[src/rtl/pong_pkg.sv]
// Shared types and constants for the Pong input/menu control path.
package pong_pkg;

  localparam int CLK_HZ = 25_175_000;

  localparam logic [1:0] MODE_NONE = 2'd0;
  localparam logic [1:0] MODE_1P   = 2'd1;
  localparam logic [1:0] MODE_2P   = 2'd2;

  typedef enum logic [1:0] {
    ST_ARMING,
    ST_READY,
    ST_PLAY
  } state_t;

endpackage

[src/rtl/button_debounce.sv]
// One push-button path: two-flop synchronizer, stability counter and
// debounced level register. Idle level is 1 (active-low buttons).
module button_debounce #(
  parameter int DEBOUNCE_CYCLES = 251_750,
  parameter int CNT_WIDTH       = $clog2(DEBOUNCE_CYCLES + 1)
) (
  input  logic i_clk,
  input  logic i_rst,
  input  logic i_raw,
  output logic o_level
);

  localparam logic [CNT_WIDTH-1:0] LAST = CNT_WIDTH'(DEBOUNCE_CYCLES - 1);

  logic [1:0]           r_sync;
  logic [CNT_WIDTH-1:0] r_cnt;
  logic                 r_level;
  logic                 w_synced;

  assign w_synced = r_sync[1];
  assign o_level  = r_level;

  // Bring the asynchronous pin into the clock domain; flops idle at released.
  always_ff @(posedge i_clk or posedge i_rst) begin
    if (i_rst) r_sync <= 2'b11;
    else       r_sync <= {r_sync[0], i_raw};
  end

  // Accept a new level only after it has been seen for DEBOUNCE_CYCLES
  // consecutive cycles; any return to the current level restarts the count.
  always_ff @(posedge i_clk or posedge i_rst) begin
    if (i_rst) begin
      r_cnt   <= '0;
      r_level <= 1'b1;
    end else if (w_synced == r_level) begin
      r_cnt <= '0;
    end else if (r_cnt == LAST) begin
      r_level <= w_synced;
      r_cnt   <= '0;
    end else begin
      r_cnt <= r_cnt + 1'b1;
    end
  end

endmodule

[src/rtl/pong_input_ctrl.sv]
// Button conditioning and menu control for the Pong game logic: four
// debounced active-low buttons, a one-cycle start pulse and the mode choice.
module pong_input_ctrl
  import pong_pkg::*;
#(
  parameter int DEBOUNCE_CYCLES = 251_750,
  parameter int CNT_WIDTH       = $clog2(DEBOUNCE_CYCLES + 1)
) (
  input  logic       clk_0,
  input  logic       rst,
  input  logic       up_p1_raw,
  input  logic       down_p1_raw,
  input  logic       up_p2_raw,
  input  logic       down_p2_raw,
  input  logic       game_startup,
  input  logic       game_over,
  output logic       up_p1,
  output logic       down_p1,
  output logic       up_p2,
  output logic       down_p2,
  output logic       start_trigger,
  output logic [1:0] mode_choice
);

  localparam int NB = 4;

  // Bit order everywhere: {down_p2, up_p2, down_p1, up_p1}.
  logic [NB-1:0] w_raw, w_lvl, w_press;
  logic [NB-1:0] r_lvl_q;
  logic          w_menu, r_menu_q;
  state_t        r_state;
  logic          r_start;
  logic [1:0]    r_mode;

  assign w_raw = {down_p2_raw, up_p2_raw, down_p1_raw, up_p1_raw};

  for (genvar g = 0; g < NB; g++) begin : g_btn
    button_debounce #(
      .DEBOUNCE_CYCLES(DEBOUNCE_CYCLES),
      .CNT_WIDTH      (CNT_WIDTH)
    ) u_db (
      .i_clk  (clk_0),
      .i_rst  (rst),
      .i_raw  (w_raw[g]),
      .o_level(w_lvl[g])
    );
  end

  // Delayed debounced levels for press (1->0) detection.
  always_ff @(posedge clk_0 or posedge rst) begin
    if (rst) r_lvl_q <= '1;
    else     r_lvl_q <= w_lvl;
  end

  assign w_press = r_lvl_q & ~w_lvl;
  assign w_menu  = game_startup | game_over;

  // Delayed menu flag so PLAY reacts to a new menu entry, not to the flag
  // the game logic keeps high for a cycle after our pulse.
  always_ff @(posedge clk_0 or posedge rst) begin
    if (rst) r_menu_q <= 1'b0;
    else     r_menu_q <= w_menu;
  end

  // Menu FSM with registered start pulse and mode choice.
  always_ff @(posedge clk_0 or posedge rst) begin
    if (rst) begin
      r_state <= ST_ARMING;
      r_start <= 1'b0;
      r_mode  <= MODE_NONE;
    end else begin
      r_start <= 1'b0;
      case (r_state)
        ST_ARMING: begin
          // Wait until every button is released so a held button cannot
          // count as a fresh press on the new screen.
          if (w_menu && (&w_lvl)) r_state <= ST_READY;
        end
        ST_READY: begin
          if (game_startup) begin
            if (w_press[0]) begin
              r_mode  <= MODE_1P;
              r_start <= 1'b1;
              r_state <= ST_PLAY;
            end else if (w_press[1]) begin
              r_mode  <= MODE_2P;
              r_start <= 1'b1;
              r_state <= ST_PLAY;
            end
          end else if (game_over && (|w_press)) begin
            r_start <= 1'b1;
            r_state <= ST_PLAY;
          end
        end
        ST_PLAY: begin
          if (w_menu && !r_menu_q) r_state <= ST_ARMING;
        end
        default: r_state <= ST_ARMING;
      endcase
    end
  end

  assign up_p1         = w_lvl[0];
  assign down_p1       = w_lvl[1];
  assign up_p2         = w_lvl[2];
  assign down_p2       = w_lvl[3];
  assign start_trigger = r_start;
  assign mode_choice   = r_mode;

endmodule

[config.mk]
export PLATFORM = sky130hd
export DESIGN_NAME = pong_input_ctrl
export DESIGN_NICKNAME = d
export VERILOG_FILES = /design/src/rtl/pong_pkg.sv /design/src/rtl/button_debounce.sv /design/src/rtl/pong_input_ctrl.sv
export SDC_FILE = /design/constraint.sdc
export NUM_CORES = 1
export LEC_CHECK = 0
export ABC_AREA = 1
export BUFFER_PORTS_ARGS = -buffer_cell sky130_fd_sc_hd__buf_4
export CORE_ASPECT_RATIO = 0.6
export CORE_UTILIZATION = 62
export CTS_CLUSTER_DIAMETER = 80
export DETAILED_ROUTE_END_ITERATION = 16
export PLACE_DENSITY = 0.82
export SKIP_CTS_REPAIR_TIMING = 1
export SYNTH_ARGS = -nofsm -noshare
export SYNTH_HDL_FRONTEND = slang
export SYNTH_SLANG_ARGS = --single-unit
[constraint.sdc]
create_clock -name clk_0 -period 3.4 [get_ports clk_0]
set_input_delay 0.17 -clock clk_0 [delete_from_list [all_inputs] [get_ports clk_0]]
set_output_delay 0.17 -clock clk_0 [all_outputs]
set_load 0.1 [all_outputs]
* Word level (Yosys, flattened, before mapping)
Index checks and enable logic that the tools add are counted.
** Operators by class
- Add/subtract/negate cells :: 4
- Multiply operators :: 0
- Divide/modulo/power cells :: 0
- Order comparisons :: 0
- Eq/ne operators :: 14
- Shift operators :: 0
- Mux-type cells :: 21
- Bitwise gates (word level) :: 7
- Reductions and logical operators :: 14
** Operators by type and width (count)
- $mux W18 :: 8
- $add A18 B1 Y18 const B :: 4
- $eq A18 B18 Y1 const B :: 4
- $mux W2 :: 7
- $reduce_and A2 Y1 :: 4
- $reduce_and A4 Y1 :: 2
- $pmux W2 S3 :: 1
- $mux W1 :: 5
- $and A4 B4 Y4 :: 1
- $eq A1 B1 Y1 :: 4
- $ne A2 B2 Y1 const B :: 2
- $ne A4 B4 Y1 const B :: 1
- $not A1 Y1 :: 4
- $not A4 Y4 :: 1
- $reduce_or A4 Y1 :: 1
- $logic_and A1 B1 Y1 :: 3
- $ne A3 B3 Y1 const B :: 1
- $reduce_and A3 Y1 :: 1
- $eq A2 B1 Y1 const B :: 1
- $eq A2 B2 Y1 const B :: 1
- $logic_not A2 Y1 :: 1
- $reduce_bool A2 Y1 :: 1
- $logic_not A1 Y1 :: 1
- $or A1 B1 Y1 :: 1
** Word-level totals
- Register bits :: 94
- Bits in latches :: 0
- Bits in writable memories :: 0
- ROM bits :: 0
- Bits of input ports :: 8
- Memories kept :: 0

* Depth between registers and ports, before layout
- Depth after elaboration :: 7
- Mapped depth :: 10
- Depth with buffers taken out :: 9

* Hierarchy
A second synthesis with hierarchy kept.
** Unflattened totals
- Cells, all modules :: 589
- Area total of the unflattened synthesis :: 4803.4 µm²
** Modules (own cells, without submodules)
- button_debounce :: instances 4, cells each 135, area each 1093.5 µm², seq. area each 529.3 µm²
- pong_input_ctrl :: instances 1, cells each 49, area each 429.2 µm², seq. area each 255.2 µm²

* Least setup slack after synthesis
Ideal clock, no wire load.
- Path type :: reg2reg
- From :: register g_btn[0].u_db.r_level
- To :: register r_state[1]
- Setup time :: 0.121 ns
- Arrival :: 1.598 ns
- Required time :: 3.279 ns
- Path slack :: 1.681 ns
- Stages on the path, launching flop included :: 7
- Cell sequence :: dfstp_2 inv_1 nand2_1 o21ai_0 or2_2 nand3_1 nand2_1
** Between the ends
- Word-level cells in the longest chain between the ends :: 6
** RTL lines
- start, declared :: line button_debounce.sv:17 : logic r_level;
- start signal, assigned :: line button_debounce.sv:38 : r_level <= w_synced;
- $not A4 Y4 :: line pong_input_ctrl.sv:55 : assign w_press = r_lvl_q & ~w_lvl;
- $and A4 B4 Y4 :: line pong_input_ctrl.sv:55
- $reduce_or A4 Y1 :: line pong_input_ctrl.sv:90 : end else if (game_over && (|w_press)) begin
- $logic_and A1 B1 Y1 :: line pong_input_ctrl.sv:90
- $ne A3 B3 Y1 (no line)
- $reduce_and A4 Y1 (no line)
- end signal, assigned :: line pong_input_ctrl.sv:88 : r_state <= ST_PLAY;
- end signal, assigned :: line pong_input_ctrl.sv:92 : r_state <= ST_PLAY;
- end signal, assigned :: line pong_input_ctrl.sv:96 : if (w_menu && !r_menu_q) r_state <= ST_ARMING;
- end, declared :: line pong_input_ctrl.sv:31 : state_t r_state;
Parallel ways exist; a longest one is shown, timed or not.
A chain may end at the register's enable or synchronous reset.

* Worst setup path in the final report
- From :: register g_btn[2].u_db.r_cnt[1]
- To :: register g_btn[2].u_db.r_cnt[10]
** Between the ends
- Word-level cells in the longest chain between the ends :: 3
** RTL lines
- start, declared :: line button_debounce.sv:16 : logic [CNT_WIDTH-1:0] r_cnt;
- start signal, assigned :: line button_debounce.sv:41 : r_cnt <= r_cnt + 1'b1;
- $add A18 B1 Y18 / $eq A18 B18 Y1 (equally long branches) :: line button_debounce.sv:41, button_debounce.sv:37
- $mux W18 * :: line button_debounce.sv:37 : end else if (r_cnt == LAST) begin
- $mux W18 * :: line button_debounce.sv:35 : end else if (w_synced == r_level) begin
Every way passes the cells marked *; elsewhere a longest branch is shown, timed or not.

==> impl_metrics.ini <==
[detailed_routing]
detail-route-antenna-nets = 0
met2_length_um = 4960
route.final.wire_length_um = 10900
vias = 4262
dr.pass1.iters = 5
drt_iter0_drc = 446
detail_route.wl_per_cell_um = 13.9
drc = 0
viasPerCell = 5.42
maxUsedRoutingLayer = met4
wl_met3_um = 846
m1WireLength_um = 4980

[place]
io_buffers = 14
place_ws_ns = 1.87
dp_hpwl_um = 7730
place.gp.congestion = 0.953

[critical_path]
cp_max_fo = 12
crit_top_cell = nor2_1
path_class = reg2reg
required_ns = 3.63
cp-end-kind = flip-flop
cp_cell_sequence = inv_1 > ha_1 > inv_1 > nor2_1 > nand2_1 > nor2_1 > nand2_1 > nand2_2 > nor2_1
slowest_delay_ns = 0.40
cp-start-kind = flip-flop
arrival_ns = 1.79
slowest_stage = dfrtp_1

[clock_tree]
clock_latency_ns = 0.34
clockBufferDepth = 2
cts.htree.levels = 3
cts_tree = yes
clockRootBuffer = clkbuf_16
clock_sink_count = 94
cts_made_buffers = 9
clk_pin_slew_ns = 0.06

[floorplan]
die_y_um = 71.5
ioPinCount = 15
die-width_um = 118
dieArea_mm2 = 0.00843
fp-row-count = 24
start_util_pct = 66.3
core-area_mm2 = 0.00754

[global_route]
grt_pass1_wl_um = 18900
grt_max_degree = 36
grt_usage_pct = 28.8
antenna_found_initial = 0
grt_pass1_vias = 4055
overflow = 0

[finish]
fin_nets = 693
diodes = 0
final.fill_count = 553
final_util_pct = 74.4
drive_above_1_share_pct = 12.3
register_area_mm2 = 0.00237
multi_input_area_mm2 = 0.00227
synthToLayoutAreaGrowth_pct = 12.3

[timing]
worst_pin_slew_ns = 0.615
max_slew_margin_pct = 58.7
setup_viol = 0
fin_skew_ns = 0.00566
final_max_slew_viol_count = 0
fmax_mhz = 638
layout_min_cycle_time_ns = 1.57
timing.final.hold_violations = 0
fin_setup_tns_ns = 0
rsz0062_at_grt = no
fin_ws_ns = 1.83
fin_crit_sh_pct = 46.1

[outcome]
status = finished clean

[yosys]
synth_nets = 664
syn-cell-area_mm2 = 0.00499
synth.avg_cell_area_um2 = 7.71
ys_types = 34
synthCells = 648
yosys_warnings = 0
seq_area_frac_synth_pct = 47.5
synth-seq-cells = 94

[power_and_ir_drop]
pwr_density_cell_mw_per_mm2 = 421
leakagePower_nw = 2.48
ir_drop_mv = 0.283

[min_path]
hold_class = in2reg

[job]
maxCapViolCount = 0
[critical path, delay by kind of cell, from the launching register on]
kind | cells | cell delay (ns)
adder cells (fa/ha/maj) | 1 | 0.18
buffers and inverters | 2 | 0.15
flip-flops | 1 | 0.40
AND/OR/NAND/NOR | 6 | 0.73
[layout by cell type, fill, tap and decap left out, types with 2 or more instances in the layout]
cell	netlist	final
a211oi_1	2	2
a21oi_1	22	22
a31oi_1	2	2
and2_1	2	2
buf_4	1	16
bufinv_16	0	2
clkbuf_16	0	9
clkbuf_8	0	3
clkinv_2	0	2
dfrtp_1	78	78
dfstp_2	16	16
dlygate4sd3_1	0	5
ha_1	8	8
inv_1	83	82
inv_2	3	3
nand2_1	131	131
nand2_2	8	8
nand3_1	41	41
nand3_2	6	6
nand4_1	17	17
nor2_1	148	148
nor2_2	9	9
nor2_4	5	5
nor3_1	22	22
o21ai_0	8	8
xnor2_1	9	9
xor2_1	15	15
[sequential cells by signal, indices dropped and copies added (netlist names)]
register,flops
g_btn.u_db.o_level,4
g_btn.u_db.r_cnt,72
g_btn.u_db.r_sync,8
mode_choice,2
r_lvl_q,4
r_menu_q,1
r_state,2
start_trigger,1
[where the power goes]
group	switching, mW	internal [mW]
registers	0.0155	1.14
clock network	0.415	0.704
logic	0.0604	0.0279
[cell type report]
| class | count | area share, % |
|---|---|---|
| well taps | 104 | 2.32 |
| inverters | 87 | 5.85 |
| flip-flops and latches | 94 | 42.3 |
| multi-input cells | 464 | 40.5 |
| clock buffers | 13 | 4.82 |
| repair buffers | 21 | 3.03 |
| clock inverters | 3 | 1.16 |
[metrics by stage]
| step | hold slack, ns | cell area, um^2 | std cells | power (mW) |
|---|---|---|---|---|
| 2_1_floorplan | 0.174 | 4990 | 648 | 1.23 |
| 3_3_place_gp | 0.255 | 5220 | 765 | 1.25 |
| 3_5_place_dp | 0.260 | 5220 | 765 | 1.26 |
| 4_1_cts | -0.103 | 5560 | 781 | 2.37 |
| 5_1_grt | 0.150 | 5610 | 786 | 2.43 |
| 6_report | 0.125 | 5610 | 786 | 2.36 |
[per-layer routing]
layer	vias up	global-route usage [%]
met5	-	0
met1	1975	39.0
li1	2090	-
met4	0	9.12
met3	17	7.64
met2	180	46.0
[path summary, 6_finish.rpt]
path	startpoint	endpoint	cells after the start	slack [ns]
worst max-delay path	g_btn[2].u_db.r_cnt[1]	g_btn[2].u_db.r_cnt[10]	9	1.83
worst min-delay path	game_over	r_menu_q	3	0.12
worst max register to register	g_btn[2].u_db.r_cnt[1]	g_btn[2].u_db.r_cnt[10]	9	1.83
worst min register to register	g_btn[2].u_db.r_sync[0]	g_btn[2].u_db.r_sync[1]	0	0.35
max in group asynchronous	rst	g_btn[0].u_db.o_level	4	2.10
min in group asynchronous	rst	g_btn[1].u_db.r_cnt[3]	3	0.45
[synthesized netlist by cell type]
cell type  number  area (um^2)
ha_1            8          100
nor2_2          9         56.3
xnor2_1         9         78.8
o21ai_0         8         40.0
buf_2           1         5.00
a21o_1          1         7.51
dfrtp_1        78         1950
and2_1          2         12.5
nand4_1        17          106
nor2_4          5         56.3
a21oi_1        22          110
xor2_1         15          131
o211ai_1        1         7.51
nand3_1        41          205
buf_6           1         11.3
o21ai_1         1         5.00
nand2_2         8         50.1
and2_4          1         8.76
a211oi_1        2         15.0
clkinv_1        1         3.75
o21a_1          1         7.51
nand2_1       131          492
nand2_4         1         11.3
or2_2           1         6.26
nand3_4         1         17.5
nor3_1         22          110
buf_4           1         7.51
inv_1          83          312
nand3_2         6         60.1
nor2_1        148          556
a31oi_1         2         12.5
inv_2           3         11.3
a21oi_2         1         8.76
dfstp_2        16          420
[kinds of logic after synthesis]
| group | count (synthesis) | synth area share [%] |
|---|---|---|
| flops | 94 | 47.5 |
| xor+xnor | 24 | 4.21 |
| fa+ha+maj | 8 | 2.00 |
| compound gates | 39 | 4.28 |
| simple gates | 393 | 35.0 |
| buf+inv | 90 | 7.01 |
Power figures use the tool's default switching activity.
